**config.mk**
```make
export PLATFORM = sky130hd
export DESIGN_NAME = branch_resolution_unit
export DESIGN_NICKNAME = d
export VERILOG_FILES = /design/src/rtl/branch_resolution_unit.sv
export SDC_FILE = /design/constraint.sdc
export NUM_CORES = 1
export LEC_CHECK = 0
export CORE_UTILIZATION = 45
export DETAILED_ROUTE_END_ITERATION = 16
export PLACE_DENSITY = 0.72
export SLEW_MARGIN = 20
export SYNTH_ARGS = -nofsm -noshare
export SYNTH_HDL_FRONTEND = slang
export SYNTH_SLANG_ARGS = --single-unit
export TNS_END_PERCENT = 10
```
**constraint.sdc**
```tcl
create_clock -name clk -period 3.35 [get_ports clk]
set_input_delay 0.8375 -clock clk [delete_from_list [all_inputs] [get_ports clk]]
set_output_delay 0.8375 -clock clk [all_outputs]
set_load 0.05 [all_outputs]
```
**src/rtl/branch_resolution_unit.sv**
```systemverilog
// Branch resolution unit: tracks in-flight predicted branches in an in-order
// FIFO, compares each against the EX outcome, emits the predictor-table
// update, and raises a one-cycle flush with the redirect PC on a mispredict.
// Optional macro BRU_PERF_CNT_EN adds saturating branch/mispredict counters;
// without it both perf ports are tied to 0.
module branch_resolution_unit #(
  parameter int DEPTH = 4,
  parameter int PC_W  = 32,
  parameter int IDX_W = 5
) (
  input  logic              clk,
  input  logic              arst_n,
  input  logic              pred_valid,
  input  logic [PC_W-1:0]   pred_pc,
  input  logic              pred_taken,
  output logic              pred_ready,
  input  logic              res_valid,
  input  logic              res_taken,
  input  logic [PC_W-1:0]   res_target,
  output logic              upd_en,
  output logic [IDX_W-1:0]  upd_addr,
  output logic              upd_taken,
  output logic              flush,
  output logic [PC_W-1:0]   redirect_pc,
  output logic              err_underflow,
  output logic [31:0]       perf_branches,
  output logic [31:0]       perf_mispred
);

  localparam int PTR_W = $clog2(DEPTH);
  localparam int CNT_W = PTR_W + 1;

  // Each entry holds {pc, predicted_taken}
  logic [PC_W:0]      fifo_q [DEPTH];
  logic [PTR_W-1:0]   rd_ptr_q, rd_ptr_d;
  logic [PTR_W-1:0]   wr_ptr_q, wr_ptr_d;
  logic [CNT_W-1:0]   count_q, count_d;

  logic [PC_W-1:0]    head_pc;
  logic               head_taken;
  logic               push, pop, mispred, underflow;

  logic               upd_en_q, upd_taken_q, flush_q, err_underflow_q;
  logic [IDX_W-1:0]   upd_addr_q;
  logic [PC_W-1:0]    redirect_pc_q, redirect_pc_d;

  assign head_pc    = fifo_q[rd_ptr_q][PC_W:1];
  assign head_taken = fifo_q[rd_ptr_q][0];

  assign pred_ready = (count_q != CNT_W'(DEPTH));

  // The cycle after a mispredict (flush_q high) ignores both request streams.
  assign push      = pred_valid && pred_ready && !flush_q;
  assign pop       = res_valid && (count_q != '0) && !flush_q;
  assign mispred   = pop && (head_taken != res_taken);
  assign underflow = res_valid && (count_q == '0) && !flush_q;

  assign redirect_pc_d = res_taken ? res_target : (head_pc + PC_W'(4));

  // Next-state pointers/count; a mispredict discards all younger entries,
  // including any push arriving in the same cycle.
  always_comb begin
    rd_ptr_d = rd_ptr_q;
    wr_ptr_d = wr_ptr_q;
    count_d  = count_q;
    if (mispred) begin
      rd_ptr_d = '0;
      wr_ptr_d = '0;
      count_d  = '0;
    end else begin
      if (push) wr_ptr_d = wr_ptr_q + PTR_W'(1);
      if (pop)  rd_ptr_d = rd_ptr_q + PTR_W'(1);
      if (push && !pop)      count_d = count_q + CNT_W'(1);
      else if (pop && !push) count_d = count_q - CNT_W'(1);
    end
  end

  // FIFO control state register
  always_ff @(posedge clk or negedge arst_n) begin
    if (!arst_n) begin
      rd_ptr_q <= '0;
      wr_ptr_q <= '0;
      count_q  <= '0;
    end else begin
      rd_ptr_q <= rd_ptr_d;
      wr_ptr_q <= wr_ptr_d;
      count_q  <= count_d;
    end
  end

  // FIFO storage write; contents are only meaningful below count, so no reset
  always_ff @(posedge clk) begin
    if (push && !mispred) fifo_q[wr_ptr_q] <= {pred_pc, pred_taken};
  end

  // Registered resolution outputs, one cycle after the pop
  always_ff @(posedge clk or negedge arst_n) begin
    if (!arst_n) begin
      upd_en_q        <= 1'b0;
      upd_addr_q      <= '0;
      upd_taken_q     <= 1'b0;
      flush_q         <= 1'b0;
      redirect_pc_q   <= '0;
      err_underflow_q <= 1'b0;
    end else begin
      upd_en_q        <= pop;
      flush_q         <= mispred;
      err_underflow_q <= underflow;
      if (pop) begin
        upd_addr_q  <= head_pc[IDX_W+1:2];
        upd_taken_q <= res_taken;
      end
      if (mispred) redirect_pc_q <= redirect_pc_d;
    end
  end

  assign upd_en        = upd_en_q;
  assign upd_addr      = upd_addr_q;
  assign upd_taken     = upd_taken_q;
  assign flush         = flush_q;
  assign redirect_pc   = redirect_pc_q;
  assign err_underflow = err_underflow_q;

`ifdef BRU_PERF_CNT_EN
  logic [31:0] perf_br_q, perf_mp_q;

  function automatic logic [31:0] sat_inc(input logic [31:0] v);
    return (v == 32'hFFFF_FFFF) ? v : v + 32'd1;
  endfunction

  // Saturating event counters, loaded alongside the update strobe
  always_ff @(posedge clk or negedge arst_n) begin
    if (!arst_n) begin
      perf_br_q <= '0;
      perf_mp_q <= '0;
    end else begin
      if (pop)     perf_br_q <= sat_inc(perf_br_q);
      if (mispred) perf_mp_q <= sat_inc(perf_mp_q);
    end
  end

  assign perf_branches = perf_br_q;
  assign perf_mispred  = perf_mp_q;
`else
  assign perf_branches = 32'd0;
  assign perf_mispred  = 32'd0;
`endif

endmodule

```
After elaboration in Yosys (flattened, before gate mapping). Memories as Yosys holds them, arrays and structs flattened. Cells that the tools add are included.

$add $sub $neg: 5. Eq/ne operators: 2. Mux-type cells: 10. Reduce and logical (&&, ||, !) cells: 19.

Operator list (number): $add 32x3->32 const B (1); $mux 32 (1); $logic_and 1x1->1 (10); $mux 3 (3); $mux 2 (4); $reduce_bool 3->1 (2); $add 2x1->2 const B (2); $logic_not 1->1 (4); $reduce_bool 2->1 (2); $add 3x1->3 const B (1); $logic_not 3->1 (1); $ne 3x3->1 const B (1); $sub 3x1->3 const B (1); $mux 1 (2); $ne 1x1->1 (1).

Register bits: 48. RAM bits: 132. Input port bits: 70. Output and inout bits: 106. Word-level logic and storage cells: 46. Memories kept: 1.

Memories: fifo_q (words 4, width 33, rd ports 1, clocked after Yosys merged registers in 0, write ports 1, RTL line 34) `logic [PC_W:0] fifo_q [DEPTH];`.

Logic depth before layout (Yosys ltp).
Word-level depth: 8. Depth in mapped cells: 10. Depth with buffers taken out: 9.

Worst setup path before layout. Ideal clock, no wire load.

Path kind: register -> register. Start: register rd_ptr_q[0]. End: memory fifo_q[0][0] (netlist bit) (enable). Setup time: 393 ps. Arrival time: 2673 ps. Required time: 2957 ps. Slack: 284 ps. Stages on the path, launching flop included: 8. Buffers on the path: 3. Period minus slack after synthesis: 3066 ps. Path through: dfrtp_1 > buf_6 > mux4_2 > xnor2_1 > nand2b_1 > clkbuf_1 > clkbuf_1 > and3_1.

Longest elaborated chain between the ends: 7.

Ends and longest elaborated chain: start, declared (RTL line 35) `logic [PTR_W-1:0] rd_ptr_q, rd_ptr_d;`; start signal, assigned (RTL line 85) `rd_ptr_q <= rd_ptr_d;`; $mem_v2 4x33; $ne 1x1->1 (RTL line 55) `assign mispred = pop && (head_taken != res_taken);`; $logic_and 1x1->1 (RTL line 55); $logic_not 1->1 (RTL line 93) `if (push && !mispred) fifo_q[wr_ptr_q] <= {pred_pc, pred_taken};`; $logic_and 1x1->1 (RTL line 93); $mux 1 (RTL line 93); $mux 1 (implied by the code) (RTL line 93); end, declared (RTL line 34).

Every way passes these cells.

Worst setup path in the final report.
Start: register count_q[1]. End: output port pred_ready.

Longest elaborated chain between the ends: 1.

Ends and longest elaborated chain: start, declared (RTL line 37) `logic [CNT_W-1:0] count_q, count_d;`; start signal, assigned (RTL line 87) `count_q <= count_d;`; $ne 3x3->1 (RTL line 50) `assign pred_ready = (count_q != CNT_W'(DEPTH));`; end, declared (RTL line 16) `output logic pred_ready,`.

Every way passes these cells.

==> impl_results.md <==
- Leak pwr: 3.633 nW
- DP HPWL: 11.98 mm
- DR DRC count: 0
- Min Clock Period, post-route: between 2000 and 3000 ps
- Crit share post-route: 85.39%
- Cell Area, Synth: 8149 µm²
- TritonCTS Buffers: 17
- Synth async-reset ratio: 26.67%
- Via count: between 4000 and 5000
- I/O Pins: 176
- Initial DRC count: about 300
- Worst setup EP type: output pin
- CP cell instances: or3b_2, clkdlybuf4s50_1
- H-tree levels: 4
- Unrepaired setup endpoints after global routing: false
- Site Rows: 48
- Setup repair bufs after CTS: 0
- Area delta synth->final: 20.87%
- Clk Latency, worst-skew pair: approximately 420 ps
- Slowest CP cell: clkdlybuf4s50_1
- Post-DRT Antenna Nets: 0
- CTS Hold Buffers Added: 0
- #FFs+latches synth: 180
- Cell count after synthesis: roughly 560
- Fmax: 0.3496 GHz
- Buf/Inv on CP: 1
- Worst r2r dst: fifo_q[1][10]$_DFFE_PP_
- Vias per inst: roughly 5.3
- Synth unique cells: 44
- Avg Synthesized Cell Area: roughly 15 µm²
- Most common cell after layout, fill and taps aside: edfxtp_1
- Port bufs: 111
- Leading cell types in the layout, fill and taps excluded: edfxtp_1, clkdlybuf4s50_1, conb_1
- CTS sink count: 180
- First-pass DRT Iterations: 4
- Worst slew margin: 63.86%
- Vias in the first global route: 4840
- Top cells by area, synth: edfxtp_1, dfrtp_1, buf_4
- Critical path required time: between 2000 and 3000 ps
- Post-synth top area share: between 40% and 50%
- Die Area: between 15000 and 20000 µm²
- Clk_skew: 6.346 ps
- Max Root-Sink Buffers: 2
- Largest net degree at the start of global routing: 34
- Power per cell area: 914.8 nW/µm²
- Peak supply drop: 483.8 µV
- Post_cts resized: 0
- Startpoint Class: flip-flop
- Final setup vio count: 0
- Stages on worst setup path: 2
- Initial core utilization: 46.63%
- DRT Wirelength: around 17 mm
- EDFF count, synth: between 100 and 150
- Die X: 136.6 µm
- Chip Height: roughly 140 µm
- Worst-Margin Slew: 540.4 ps
- Root Driver: clkbuf_16
- Ant diodes: 0
- Final cell utilization of the core: 56.36%
- First-pass GRT wire length: 26.08 mm
- Share of cells above drive strength 1: 11.71%
- Yosys top cell by area: edfxtp_1
- GRT overflow: 0
- PnR Total Power: 0.009010 W
- CTS tree: done
- GRT Overall Usage: 19.42%
- Sum Neg Setup Slack: 0 ps
- Main synth FF type: edfxtp_1
- Reg2reg start: rd_ptr_q[0]$_DFFE_PN0P_
- YS warnings: 0
- R2r setup slk: ~590 ps
- Post-synthesis sequential area ratio: 63.38%
- Max incr delay on CP: around 700 ps
- WS Path Type: reg2out
- Max-slew violations: 0
- Max-cap violations: 0
- Crit path max-delay family: buffers and inverters
- Layout Nets: 755
- Final hold vios: 0
- CP arrival: 2020 ps
- Routability cong.: ~0.78
- Clock-pin slew on the worst setup and hold paths: 60 ps
- Initial antenna violation count: 0
- Outcome: finished clean
- Critical path peak fanout: 4
- Hold crit path type: in2async
- Depth of the most critical reg-to-reg path: 5
- Core Area: about 17000 µm²
- Avg WL per Cell: between 15 and 20 µm
-- power breakdown --
part           internal [W]  total (W)  switching, W  leakage [nW]
logic               0.00134    0.00374       0.00239          1.57
registers           0.00301    0.00331      0.000300          1.78
clock network       0.00118    0.00197      0.000784         0.284
total               0.00553    0.00901       0.00348          3.63
-- worst max-delay path by stage --
stage / start / endpoint / slack [ps]
6_report: count_q[1]$_DFFE_PN0P_ / pred_ready / 490
5_1_grt: rd_ptr_q[0]$_DFFE_PN0P_ / fifo_q[1][23]$_DFFE_PP_ / 400
4_1_cts: count_q[1]$_DFFE_PN0P_ / pred_ready / 480
3_5_place_dp: res_valid / redirect_pc[22]$_DFFE_PN0P_ / 280
3_3_place_gp: res_valid / count_q[2]$_DFFE_PN0P_ / 390
2_1_floorplan: rd_ptr_q[0]$_DFFE_PN0P_ / fifo_q[0][0]$_DFFE_PP_ / 280
-- per-layer routing --
layer / vias to the layer above / GRT usage [%] / share of wire (%)
li1: 2184 / - / -
met1: 2417 / 24.85 / 42
met2: 208 / 32.43 / 50
met3: 24 / 3.815 / 6.4
met4: 0 / 7.963 / 1.9
met5: - / 0 / 0
-- flip-flops by register name (all words and copies together) (netlist names) --
signal,flops
upd_taken,1
rd_ptr_q,2
fifo_q,132
count_q,3
redirect_pc,32
err_underflow,1
upd_en,1
flush,1
upd_addr,5
wr_ptr_q,2
-- cell families after synthesis --
group	after synthesis	synth area share, %
buffers and inverters	100	8.276
multiplexers	39	10.64
XOR/XNOR	33	3.547
flip-flops	180	63.38
AND/OR/NAND/NOR	137	8.783
other	1	0.04602
AO/OA/AOI/OAI	63	4.314
adder cells (fa/ha/maj)	6	1.013
-- final cells by class --
| type | count | area, µm² |
|---|---|---|
| clock buffers | 21 | 450.4 |
| clock inverters | 11 | 133.9 |
| fillers | 1371 | 7627 |
| inverters | 10 | 37.54 |
| multi-input cells | 342 | 2546 |
| flip-flops and latches | 180 | 5166 |
| well taps | 225 | 281.5 |
| repair buffers | 128 | 1234 |
-- per-stage QoR --
stage                     area, µm²  instances  setup WS, ps  hold slack [ps]
after CTS                      9849        917         476.1            262.5
after floorplan                8386        622         283.6            517.8
after detailed placement       9265        885         279.2            473.0
after global placement         9265        885         389.9            464.2
final                          9849        917         489.4            274.4
after global routing           9849        917         398.0            277.1
-- worst register-to-register path, stage by stage (launching register included) --
cell and delay, ps:
dfrtp_2 610, mux4_2 660, xnor2_1 190, nand2b_1 270, and3_1 210, buf_4 440
-- synthesized netlist by cell type (2+ instances only) --
| cell | number |
|---|---|
| mux2i_1 | 6 |
| nor2_1 | 30 |
| nand2_1 | 55 |
| o211ai_1 | 4 |
| edfxtp_1 | 132 |
| and3_2 | 3 |
| buf_2 | 6 |
| and2_2 | 3 |
| a31oi_1 | 2 |
| nor3_1 | 5 |
| a21oi_1 | 17 |
| mux4_1 | 17 |
| nor4_2 | 4 |
| mux4_2 | 16 |
| buf_12 | 2 |
| clkbuf_1 | 15 |
| and3_1 | 10 |
| o22ai_1 | 14 |
| nand4_1 | 7 |
| or3b_2 | 2 |
| ha_1 | 5 |
| buf_6 | 2 |
| buf_4 | 65 |
| nor2b_1 | 2 |
| xor2_1 | 11 |
| and4_4 | 2 |
| xnor2_1 | 22 |
| nand3_1 | 6 |
| o21ai_0 | 23 |
| dfrtp_1 | 48 |
| and4_1 | 2 |
| inv_1 | 9 |
No activity file was read; power rests on OpenSTA's default activity.
